--- config.mk ---
export PLATFORM = sky130hd
export DESIGN_NAME = vga_sync_gen
export DESIGN_NICKNAME = d
export VERILOG_FILES = /design/src/rtl/vga_timing_pkg.sv /design/src/rtl/vga_axis_counter.sv /design/src/rtl/vga_sync_gen.sv
export SDC_FILE = /design/constraint.sdc
export NUM_CORES = 1
export LEC_CHECK = 0
export BUFFER_PORTS_ARGS = -buffer_cell sky130_fd_sc_hd__clkbuf_2
export CORE_MARGIN = 5
export CORE_UTILIZATION = 53
export CTS_CLUSTER_SIZE = 25
export DETAILED_ROUTE_END_ITERATION = 12
export PLACE_DENSITY = 0.79
export SLEW_MARGIN = 40
export SYNTH_ARGS = -nofsm -noshare
export SYNTH_HDL_FRONTEND = slang
export SYNTH_SLANG_ARGS = --single-unit
export TNS_END_PERCENT = 5
--- constraint.sdc ---
create_clock -name clk -period 2.57 [get_ports clk]
set_input_delay 0.257 -clock clk [delete_from_list [all_inputs] [get_ports clk]]
set_output_delay 0.257 -clock clk [all_outputs]
set_load 0.01 [all_outputs]
--- src/rtl/vga_timing_pkg.sv ---
// rtl/vga_timing_pkg.sv - SVGA 800x600@60 timing constants and RGB565 types shared with the renderers
package vga_timing_pkg;

  localparam int CNT_W = 11;
  localparam int R_W   = 5;
  localparam int G_W   = 6;
  localparam int B_W   = 5;

  localparam int SVGA_H_DISP = 800;
  localparam int SVGA_H_FP   = 40;
  localparam int SVGA_H_SYNC = 128;
  localparam int SVGA_H_BP   = 88;
  localparam int SVGA_V_DISP = 600;
  localparam int SVGA_V_FP   = 1;
  localparam int SVGA_V_SYNC = 4;
  localparam int SVGA_V_BP   = 23;

  localparam int SVGA_H_TOTAL      = SVGA_H_DISP + SVGA_H_FP + SVGA_H_SYNC + SVGA_H_BP;
  localparam int SVGA_V_TOTAL      = SVGA_V_DISP + SVGA_V_FP + SVGA_V_SYNC + SVGA_V_BP;
  localparam int SVGA_H_SYNC_START = SVGA_H_DISP + SVGA_H_FP;
  localparam int SVGA_H_SYNC_END   = SVGA_H_SYNC_START + SVGA_H_SYNC - 1;
  localparam int SVGA_V_SYNC_START = SVGA_V_DISP + SVGA_V_FP;
  localparam int SVGA_V_SYNC_END   = SVGA_V_SYNC_START + SVGA_V_SYNC - 1;

  typedef struct packed {
    logic [R_W-1:0] r;
    logic [G_W-1:0] g;
    logic [B_W-1:0] b;
  } rgb565_t;

endpackage

--- src/rtl/vga_axis_counter.sv ---
// rtl/vga_axis_counter.sv - one scan axis: wrapping position counter with raw (active-high) sync window
module vga_axis_counter
  import vga_timing_pkg::*;
(
  input  logic             clk,
  input  logic             reset_n,
  input  logic             en,
  input  logic [CNT_W-1:0] total,
  input  logic [CNT_W-1:0] sync_start,
  input  logic [CNT_W-1:0] sync_end,
  output logic [CNT_W-1:0] cnt,
  output logic             wrap,
  output logic             sync
);

  // Compared one bit wider so an out-of-range count (or total of 0) still wraps.
  assign wrap = ({1'b0, cnt} + (CNT_W+1)'(1)) >= {1'b0, total};
  assign sync = (cnt >= sync_start) && (cnt <= sync_end);

  always_ff @(posedge clk or negedge reset_n) begin
    if (!reset_n) begin
      cnt <= '0;
    end else if (en) begin
      cnt <= wrap ? '0 : cnt + CNT_W'(1);
    end
  end

endmodule

--- src/rtl/vga_sync_gen.sv ---
// rtl/vga_sync_gen.sv - pixel scan, sync generation, blanking and registered VGA pins
module vga_sync_gen
  import vga_timing_pkg::*;
#(
  parameter int H_DISP   = SVGA_H_DISP,
  parameter int H_FP     = SVGA_H_FP,
  parameter int H_SYNC   = SVGA_H_SYNC,
  parameter int H_BP     = SVGA_H_BP,
  parameter int V_DISP   = SVGA_V_DISP,
  parameter int V_FP     = SVGA_V_FP,
  parameter int V_SYNC   = SVGA_V_SYNC,
  parameter int V_BP     = SVGA_V_BP,
  parameter int SYNC_POL = 1,
  parameter int CLK_DIV  = 1
) (
  input  logic             clk,
  input  logic             reset_n,
  output logic [CNT_W-1:0] pix_x,
  output logic [CNT_W-1:0] pix_y,
  output logic             video_on,
  output logic             pix_tick,
  output logic             line_tick,
  output logic             frame_tick,
  input  logic [R_W-1:0]   rgb_r_in,
  input  logic [G_W-1:0]   rgb_g_in,
  input  logic [B_W-1:0]   rgb_b_in,
  output logic [R_W-1:0]   vga_r,
  output logic [G_W-1:0]   vga_g,
  output logic [B_W-1:0]   vga_b,
  output logic             vga_hs,
  output logic             vga_vs
);

  localparam logic [CNT_W-1:0] H_DISP_C  = CNT_W'(H_DISP);
  localparam logic [CNT_W-1:0] V_DISP_C  = CNT_W'(V_DISP);
  localparam logic [CNT_W-1:0] H_TOTAL_C = CNT_W'(H_DISP + H_FP + H_SYNC + H_BP);
  localparam logic [CNT_W-1:0] V_TOTAL_C = CNT_W'(V_DISP + V_FP + V_SYNC + V_BP);
  localparam logic [CNT_W-1:0] H_SS_C    = CNT_W'(H_DISP + H_FP);
  localparam logic [CNT_W-1:0] H_SE_C    = CNT_W'(H_DISP + H_FP + H_SYNC - 1);
  localparam logic [CNT_W-1:0] V_SS_C    = CNT_W'(V_DISP + V_FP);
  localparam logic [CNT_W-1:0] V_SE_C    = CNT_W'(V_DISP + V_FP + V_SYNC - 1);

  localparam int DIV_W = 2;
  localparam int DIV_EFF = (CLK_DIV < 1) ? 1 : ((CLK_DIV > 4) ? 4 : CLK_DIV);
  localparam logic [DIV_W-1:0] DIV_LAST = DIV_W'(DIV_EFF - 1);
  localparam logic SYNC_ACT = (SYNC_POL != 0);

  logic             run;
  logic [DIV_W-1:0] div;
  logic             h_wrap, v_wrap, h_sync, v_sync;
  rgb565_t          pix_in, pin_rgb;

  // run holds the divider for one clk after reset release, so the first
  // pix_tick lands CLK_DIV clks after reset_n rises for any divide ratio.
  always_ff @(posedge clk or negedge reset_n) begin
    if (!reset_n) begin
      run <= 1'b0;
      div <= '0;
    end else begin
      run <= 1'b1;
      if (run) begin
        div <= (div >= DIV_LAST) ? '0 : div + DIV_W'(1);
      end
    end
  end

  assign pix_tick = run && (div == DIV_LAST);

  vga_axis_counter u_h (
    .clk        (clk),
    .reset_n    (reset_n),
    .en         (pix_tick),
    .total      (H_TOTAL_C),
    .sync_start (H_SS_C),
    .sync_end   (H_SE_C),
    .cnt        (pix_x),
    .wrap       (h_wrap),
    .sync       (h_sync)
  );

  vga_axis_counter u_v (
    .clk        (clk),
    .reset_n    (reset_n),
    .en         (pix_tick && h_wrap),
    .total      (V_TOTAL_C),
    .sync_start (V_SS_C),
    .sync_end   (V_SE_C),
    .cnt        (pix_y),
    .wrap       (v_wrap),
    .sync       (v_sync)
  );

  assign video_on = (pix_x < H_DISP_C) && (pix_y < V_DISP_C);
  assign pix_in   = {rgb_r_in, rgb_g_in, rgb_b_in};

  always_ff @(posedge clk or negedge reset_n) begin
    if (!reset_n) begin
      line_tick  <= 1'b0;
      frame_tick <= 1'b0;
    end else begin
      line_tick  <= pix_tick && h_wrap;
      frame_tick <= pix_tick && h_wrap && v_wrap;
    end
  end

  // Pins capture the current pixel's context, so they trail pix_x/pix_y by one pixel.
  always_ff @(posedge clk or negedge reset_n) begin
    if (!reset_n) begin
      pin_rgb <= '0;
      vga_hs  <= ~SYNC_ACT;
      vga_vs  <= ~SYNC_ACT;
    end else if (pix_tick) begin
      pin_rgb <= video_on ? pix_in : '0;
      vga_hs  <= h_sync ? SYNC_ACT : ~SYNC_ACT;
      vga_vs  <= v_sync ? SYNC_ACT : ~SYNC_ACT;
    end
  end

  assign vga_r = pin_rgb.r;
  assign vga_g = pin_rgb.g;
  assign vga_b = pin_rgb.b;

endmodule
; ---- Word level (Yosys, flattened, before mapping)
; Index checks and enable logic that the tools add are counted.
[classes]
magnitude_cmp = 9
muxes = 6
add_sub_neg = 5
reduce_logical = 7
[op_table]
columns = op, count
row1 = 11-bit by 1-bit adder with 12-bit output (second input constant), 2
row2 = 11-bit by 1-bit adder with 11-bit output (second input constant), 2
row3 = 11-bit by 10-bit >= comparator with 1-bit output (second input constant), 2
row4 = 11-bit by 10-bit less-or-equal comparator with 1-bit output (second input constant), 2
row5 = 11-bit by 10-bit less-than comparator with 1-bit output (second input constant), 2
row6 = 11-bit two-way mux, 2
row7 = 16-bit two-way mux, 1
row8 = 12-bit by 10-bit >= comparator with 1-bit output (second input constant), 1
row9 = 12-bit by 11-bit >= comparator with 1-bit output (second input constant), 1
row10 = 1-bit logical AND, 6
row11 = 2-bit by 1-bit adder with 2-bit output (second input constant), 1
row12 = 2-bit by 1-bit >= comparator with 1-bit output (second input constant), 1
row13 = 2-bit logical NOT, 1
row14 = 1-bit two-way mux, 2
row15 = 2-bit two-way mux, 1
[totals]
input_bits = 18
out_inout_bits = 44
elab_cells = 38
regBits = 45

; ---- Logic depth before layout (Yosys ltp)
; Gate-level depths: netlist of run 1.
[depth]
word_depth = 4
ltp_mapped = 9
ltp_nobuf = 8

; ---- By module
; Synthesis of run 1 repeated with hierarchy kept, for this count alone.
[hier_totals]
cells_unflattened = 470
hier_area_um2 = 4041.4
[modules_own_cells]
columns = mod, instances, area_each_um2, cells_per_inst
row1 = vga_axis_counter, 2, 1525.2, 191
row2 = vga_sync_gen, 1, 991.0, 88

; ---- Worst setup path after synthesis of run 1
; Ideal clock, no wire load.
[synth_timing]
path_type = reg2reg
from = register u_v.cnt[0]
to = register u_v.cnt[4]
arrival_ns = 2.267
stages_incl_launch_ff = 7
path_slack_ns = 0.207
period_less_slack_ns = 2.363
setup_ns = 0.096
n_path_buf = 0
path_cell_list = dfrtp_1 ha_1 nand3_1 nor4_2 mux2i_1 nand3_4 o31ai_1
[synth_via]
elab_chain_cells = 3
word_cells_on_any_way = 4
cone_classes = add/sub: 2 / order compare: 1 / mux: 1
[synth_rtl]
columns = element, line
row1 = "start, declared", vga_axis_counter.sv:11  ; output logic [CNT_W-1:0] cnt,
row2 = "start signal, assigned", vga_axis_counter.sv:24  ; cnt <= wrap ? '0 : cnt + CNT_W'(1);
row3 = 11-bit by 1-bit adder with 12-bit output, vga_axis_counter.sv:17  ; assign wrap = ({1'b0, cnt} + (CNT_W+1)'(1)) >= {1'b0, total};
row4 = 12-bit by 10-bit >= comparator with 1-bit output, vga_axis_counter.sv:17
row5 = 11-bit two-way mux (*), vga_axis_counter.sv:24
; Every way passes the cells marked *; elsewhere a longest branch is shown, timed or not.
; A chain may end at the register's enable or synchronous reset.

; ---- Final worst setup path of run 1
[layout_timing]
from = register u_h.cnt[1]
to = register u_v.cnt[4]
[layout_via]
elab_chain_cells = 3
[layout_rtl]
columns = element, line
row1 = "start, declared", vga_axis_counter.sv:11
row2 = "start signal, assigned", vga_axis_counter.sv:24
row3 = 11-bit by 1-bit adder with 12-bit output, vga_axis_counter.sv:17
row4 = 12-bit by 11-bit >= comparator with 1-bit output, vga_axis_counter.sv:17
row5 = 1-bit logical AND, vga_sync_gen.sv:84  ; .en (pix_tick && h_wrap),
row6 = named net u_v.en, vga_axis_counter.sv:7  ; input logic en,
; The timed path passes the listed nets, and every way through them passes these cells.

==> impl_metrics.tcl, run 1 <==
set metrics [dict create \
    finalNetCount 350 \
    wirelength_mm 6.11 \
    cp.buffers_inverters 1 \
    timing.hold.ws_ns -0.0205 \
    initial_utilization_pct 55.4 \
    synth_compound_area_share_pct 21.7 \
    worst_pin_slew_ns 0.576 \
    multiInputGateArea_um2 1230 \
    clock_path_buffers 2 \
    synth_top_family_by_area "simple AND/OR/NAND/NOR gates" \
    power_density_nw_per_um2 561 \
    ys_seq_elements 43 \
    fillers 359 \
    ir_drop_uv 330 \
    leakage_uw 0.00142 \
    diodes 0 \
    h-tree-depth 2 \
    wl_per_cell_um 16.1 \
    vias 2305 \
    status "finished with violations" \
    insertion_delay_ns 0.30 \
    cap_violations 0 \
    die_area_um2 6070 \
    antenna_found_initial 0 \
    path_class "reg2reg" \
    ant_nets 0 \
    via_per_inst 6.07 \
    drive_above_1_share_pct 29.6 \
    yosysWarnings 0 \
    synth_area_um2 2440 \
    grt_max_degree 44 \
    drt-pass1-iter-count 4 \
    crit_required_ns 2.78 \
    dp_slack_ns 0.196 \
    syn-num-nets 282 \
    crit_slowest_cell "dfrtp_1" \
    synth_cells 259 \
    crit_family "simple AND/OR/NAND/NOR gates" \
    hpwl_mm 4.34 \
    synth-xor-area-share_pct 1.43 \
    synth-edff-count 0 \
    crit_fanout 13 \
    worstHoldPathType "in2async" \
    fin_cells 380 \
    grt_usage_pct 20.4 \
    grt_pass1_vias 2054 \
    clk_pin_slew_worst_paths_ns 0.09 \
    cts_tree "done" \
    synth.distinct_cells 56 \
    avgSynthCellArea_um2 9.43 \
    regArea_um2 1080 \
    synth.area.mux_share_pct 1.74 \
    dpl.cell_count 372 \
    first_iter_violations 159 \
    clock-sinks 43 \
    rows 24 \
    critPathMaxStageDelay_ns 0.43 \
    finalCritPeriodShare_pct 93.8 \
    synthFlopType "dfrtp_1" \
    violations "negative hold slack" \
    grt.overflow.total 0 \
    grt_pass1_wl_mm 10.1 \
    cp-end-kind "flip-flop" \
    drc 0 \
    finalHoldViolCount 43 \
    synthArstFlopShare_pct 100 \
    fmax_mhz 415 \
    period_needed_ns 2.41 \
    fin_worst_skew_ns 0.00856 \
    layout_common_cells "clkbuf_2, dfrtp_1, nand2_1" \
    setup_viol 0 \
    ys_seq_area_share_pct 44.0 \
    cts-root-buf "clkbuf_8" \
    cts_buffers 5 \
    worst_slack_ns 0.160 \
    yosys.area_share.simple_pct 22.6 \
    final_common_cell "clkbuf_2" \
    slew-limit-headroom_pct 61.6 \
    die_w_um 77.9 \
    p_total_uw 1660 \
    setup_tns_ns 0 \
    place.gp.congestion 0.944 \
    core_um2 4410 \
    grt_setup_unrepaired "false" \
    io_buffers 61 \
    startpoint_type "flip-flop" \
    die_h_um 77.9 \
    cp_cell_sequence "ha_1 > nand3_1 > nor3_2 > mux2_2 > or3_4 > inv_2 > nand3_4 > o31ai_1" \
    area_growth_pct 21.5 \
    ioPinCount 62 \
    cp_data_arrival_time_ns 2.62 \
    synth_fa_ha_area_share_pct 2.56 \
    drv_slew 0 \
]
[state kept, by name, summed over array words and instances (netlist names)]
signal and cells:
frame_tick 1, vga_g 6, vga_hs 1, vga_vs 1, u_h.cnt 11, vga_r 5, line_tick 1, run 1
u_v.cnt 11, vga_b 5
[kinds of logic (layout without fill, tap and decap cells)]
kind of cell	Yosys count	in the layout
buffers and inverters	28	97
and+or+nand+nor	103	103
DFF	43	43
other	1	1
adders and majority gates	5	5
AOI/OAI and AO/OA	71	71
muxes	4	4
xor gates and xnor gates	4	4
[synthesized netlist by cell type, types with 2 or more instances]
cell,count,area [µm²]
and2_1,5,31.3
and3_1,5,31.3
mux2i_1,2,20.0
a21oi_1,2,10.0
nand4_1,8,50.1
o2bb2ai_1,16,140
a31oi_1,3,18.8
dfrtp_1,43,1080
o22ai_1,5,31.3
o21ai_0,11,55.1
nand2_1,41,154
xnor2_1,3,26.3
nor2_1,7,26.3
nor2b_1,7,43.8
a32oi_1,3,26.3
nor3_1,7,35.0
and4_1,3,26.3
a22oi_1,2,15.0
buf_2,3,15.0
a22o_1,7,61.3
inv_1,9,33.8
buf_4,2,15.0
clkbuf_1,9,33.8
o2111ai_1,2,17.5
nand3_1,6,30.0
o21ai_1,2,10.0
a21o_1,3,22.5
or3_1,3,18.8
o31ai_1,6,45.0
ha_1,5,62.6
buf_6,3,33.8
a211o_1,2,17.5
[per-stage QoR]
| stage | util [%] | area [µm²] | hold WS, ns |
|---|---|---|---|
| floorplan | - | 2440 | -0.0386 |
| global route | 67.3 | 2970 | 0.0341 |
| finish | 67.3 | 2970 | -0.0205 |
| detailed placement | 64.5 | 2850 | 0.323 |
| CTS | 67.1 | 2960 | 0.000752 |
| global placement | 64.4 | 2840 | 0.464 |
[per-layer routing]
metal,vias to the layer above,part of all wire [%],global-route usage [%]
met3,15,8.3,4.17
met5,-,0,0
li1,1087,-,-
met1,1095,45,28.7
met4,0,1.7,5.91
met2,108,45,31.8
[final cells by class]
type,instances,share of cell area [%]
Clock buffer,6,2.78
Clock inverter,2,1.18
Inverter,10,1.26
Multi-Input combinational cell,188,41.4
Sequential cell,43,36.2
Tap cell,52,2.19
Timing Repair Buffer,79,14.9
[what timing repair did]
action | in CTS | in global routing
endpoints found under the setup margin | 0 | 4
hold buffers | 0 | 0
setup buffers | 0 | 0
resized for setup | 0 | 1
[power breakdown]
group	internal, µW	switching (µW)	total (µW)	leakage [µW]
clock network	315	233	547	0.0000612
registers	734	65.1	799	0.000561
logic	140	179	318	0.000798
[final timing paths]
kind | startpoint | to | slack (ns) | depth (start not counted)
worst max-delay path | u_h.cnt[1] | u_v.cnt[4] | 0.16 | 8
worst min-delay path | reset_n | u_h.cnt[2] | -0.02 | 1
worst max register to register | u_h.cnt[1] | u_v.cnt[4] | 0.16 | 8
worst min register to register | vga_r[0] | vga_r[0] | 0.49 | 1
max in group asynchronous | reset_n | u_h.cnt[7] | 2.20 | 1
min in group clk | rgb_g_in[3] | vga_g[3] | 0.17 | 3
Power figures use the tool's default switching activity.
==> inputs of run 2 (changes only) <==
--- a/config.mk
+++ b/config.mk
@@ -6,6 +6,7 @@
 export NUM_CORES = 1
 export LEC_CHECK = 0
 export BUFFER_PORTS_ARGS = -buffer_cell sky130_fd_sc_hd__clkbuf_2
+export CORE_ASPECT_RATIO = 0.9
 export CORE_MARGIN = 5
 export CORE_UTILIZATION = 53
 export CTS_CLUSTER_SIZE = 25
==> constraint.sdc (replaced) <==
create_clock -name clk -period 2.5 [get_ports clk]
set_input_delay 0.25 -clock clk [delete_from_list [all_inputs] [get_ports clk]]
set_output_delay 0.25 -clock clk [all_outputs]
set_load 0.01 [all_outputs]
==> impl_metrics.tcl, run 2 (synthesis gave the netlist of run 1 again) <==
set metrics [dict create \
    grt_setup_unrepaired "false" \
    drv_slew 0 \
    finalHoldViolCount 0 \
    setup_tns_ns 0 \
    p_total_uw 1680 \
    final_util_pct 66.6 \
    cp_data_arrival_time_ns 2.55 \
    drc 0 \
    leakage_uw 0.00141 \
    die_h_um 74.4 \
    hpwl_mm 4.36 \
    wirelength_mm 6.25 \
    drive_above_1_share_pct 30.3 \
    insertion_delay_ns 0.29 \
    initial_utilization_pct 54.8 \
    ioPinCount 62 \
    startpoint_type "flip-flop" \
    rrSetupSlack_ns 0.15 \
    cp-end-kind "flip-flop" \
    antenna_found_initial 0 \
    core_um2 4460 \
    reg2reg_from "u_h.cnt[2]" \
    via_per_inst 5.81 \
    io_buffers 61 \
    timing.rr.end "u_v.cnt[8]" \
    cts_tree "done" \
    cap_violations 0 \
    wl_per_cell_um 16.1 \
    place.gp.congestion 1.03 \
    grt.overflow.total 0 \
    area_growth_pct 21.7 \
    h-tree-depth 2 \
    die_area_um2 6070 \
    path_class "reg2reg" \
    finalNetCount 350 \
    clock_path_buffers 2 \
    worstHoldPathType "in2async" \
    clock-sinks 43 \
    worst_pin_slew_ns 0.541 \
    drt-pass1-iter-count 5 \
    die_w_um 81.6 \
    grt_pass1_vias 2054 \
    setup_viol 0 \
    vias 2260 \
    crit_required_ns 2.70 \
    fin_worst_skew_ns 0.00696 \
    grt_usage_pct 21.1 \
    diodes 0 \
    fmax_mhz 426 \
    status "finished, final reports clean" \
    cts_buffers 5 \
    clk_pin_slew_worst_paths_ns 0.08 \
    power_density_nw_per_um2 564 \
    rows 23 \
    first_iter_violations 231 \
    period_needed_ns 2.35 \
    ant_nets 0 \
    ir_drop_uv 430 \
    layout_common_cells "clkbuf_2, nand2_1, dfrtp_1" \
    cts-root-buf "clkbuf_8" \
    grt_pass1_wl_mm 9.77 \
    fillers 361 \
    finalCritPeriodShare_pct 93.8 \
    final_area_um2 2970 \
    rr_worst_depth 7 \
    final_common_cell "clkbuf_2" \
    placed_area_um2 2860 \
    slew-limit-headroom_pct 63.9 \
    grt_max_degree 44 \
    crit_fanout 13 \
]
run 2: cell types whose count changed in the layout (fill, tap and decap cells not counted), sizes merged:
cell and delta:
clkinv -1
run 2: area by class of cell:
| class | count | area (µm²) | share of cell area [%] |
|---|---|---|---|
| clock buffers | 6 | 72.6 | 2.44 |
| clock inverters | 1 | 30.0 | 1.01 |
| inverters | 10 | 37.5 | 1.26 |
| multi-input cells | 188 | 1240 | 41.6 |
| flip-flops and latches | 43 | 1080 | 36.3 |
| well taps | 62 | 77.6 | 2.61 |
| repair buffers | 79 | 440 | 14.8 |
run 2: worst max-delay path by stage:
| stage | startpoint | end | slack (ns) |
|---|---|---|---|
| 6_report | u_h.cnt[2] | u_v.cnt[8] | 0.15 |
| 5_1_grt | u_h.cnt[1] | u_v.cnt[4] | 0.006 |
| 4_1_cts | u_h.cnt[3] | u_v.cnt[6] | 0.06 |
| 3_5_place_dp | u_h.cnt[1] | u_v.cnt[6] | 0.12 |
| 3_3_place_gp | u_h.cnt[0] | u_v.cnt[6] | 0.26 |
| 2_1_floorplan | u_v.cnt[0] | u_v.cnt[4] | 0.14 |
run 2: metrics by stage:
stage	cells	hold slack [ns]	setup slack, ns
floorplan	259	-0.0456	0.137
global placement	382	0.354	0.257
detailed placement	382	0.357	0.119
CTS	389	0.0418	0.0650
global route	389	0.0715	0.00636
finish	389	0.0221	0.155
run 2: where the power goes:
group | switching (µW) | internal, µW
registers | 72.4 | 756
logic | 183 | 144
clock network | 229 | 293
run 2: per-layer routing:
metal	part of all wire [%]	GRT usage, %	vias up
li1	-	-	1082
met2	43	31.0	103
met3	8.9	4.96	8
met5	0	0	-
met1	47	30.7	1067
met4	1.3	7.38	0
run 2: repair_timing:
item,CTS,global route
hold buffers,0,0
endpoints found under the setup margin,0,3
buffers inserted,0,0
gates resized for setup,0,5
run 2: critical path, cell delays in order (launching register included):
cell	delay, ns
dfrtp_1	0.46
nand4_1	0.20
nor3_2	0.24
mux2_2	0.43
or3_4	0.42
inv_2	0.15
nand3_4	0.13
o31ai_1	0.23
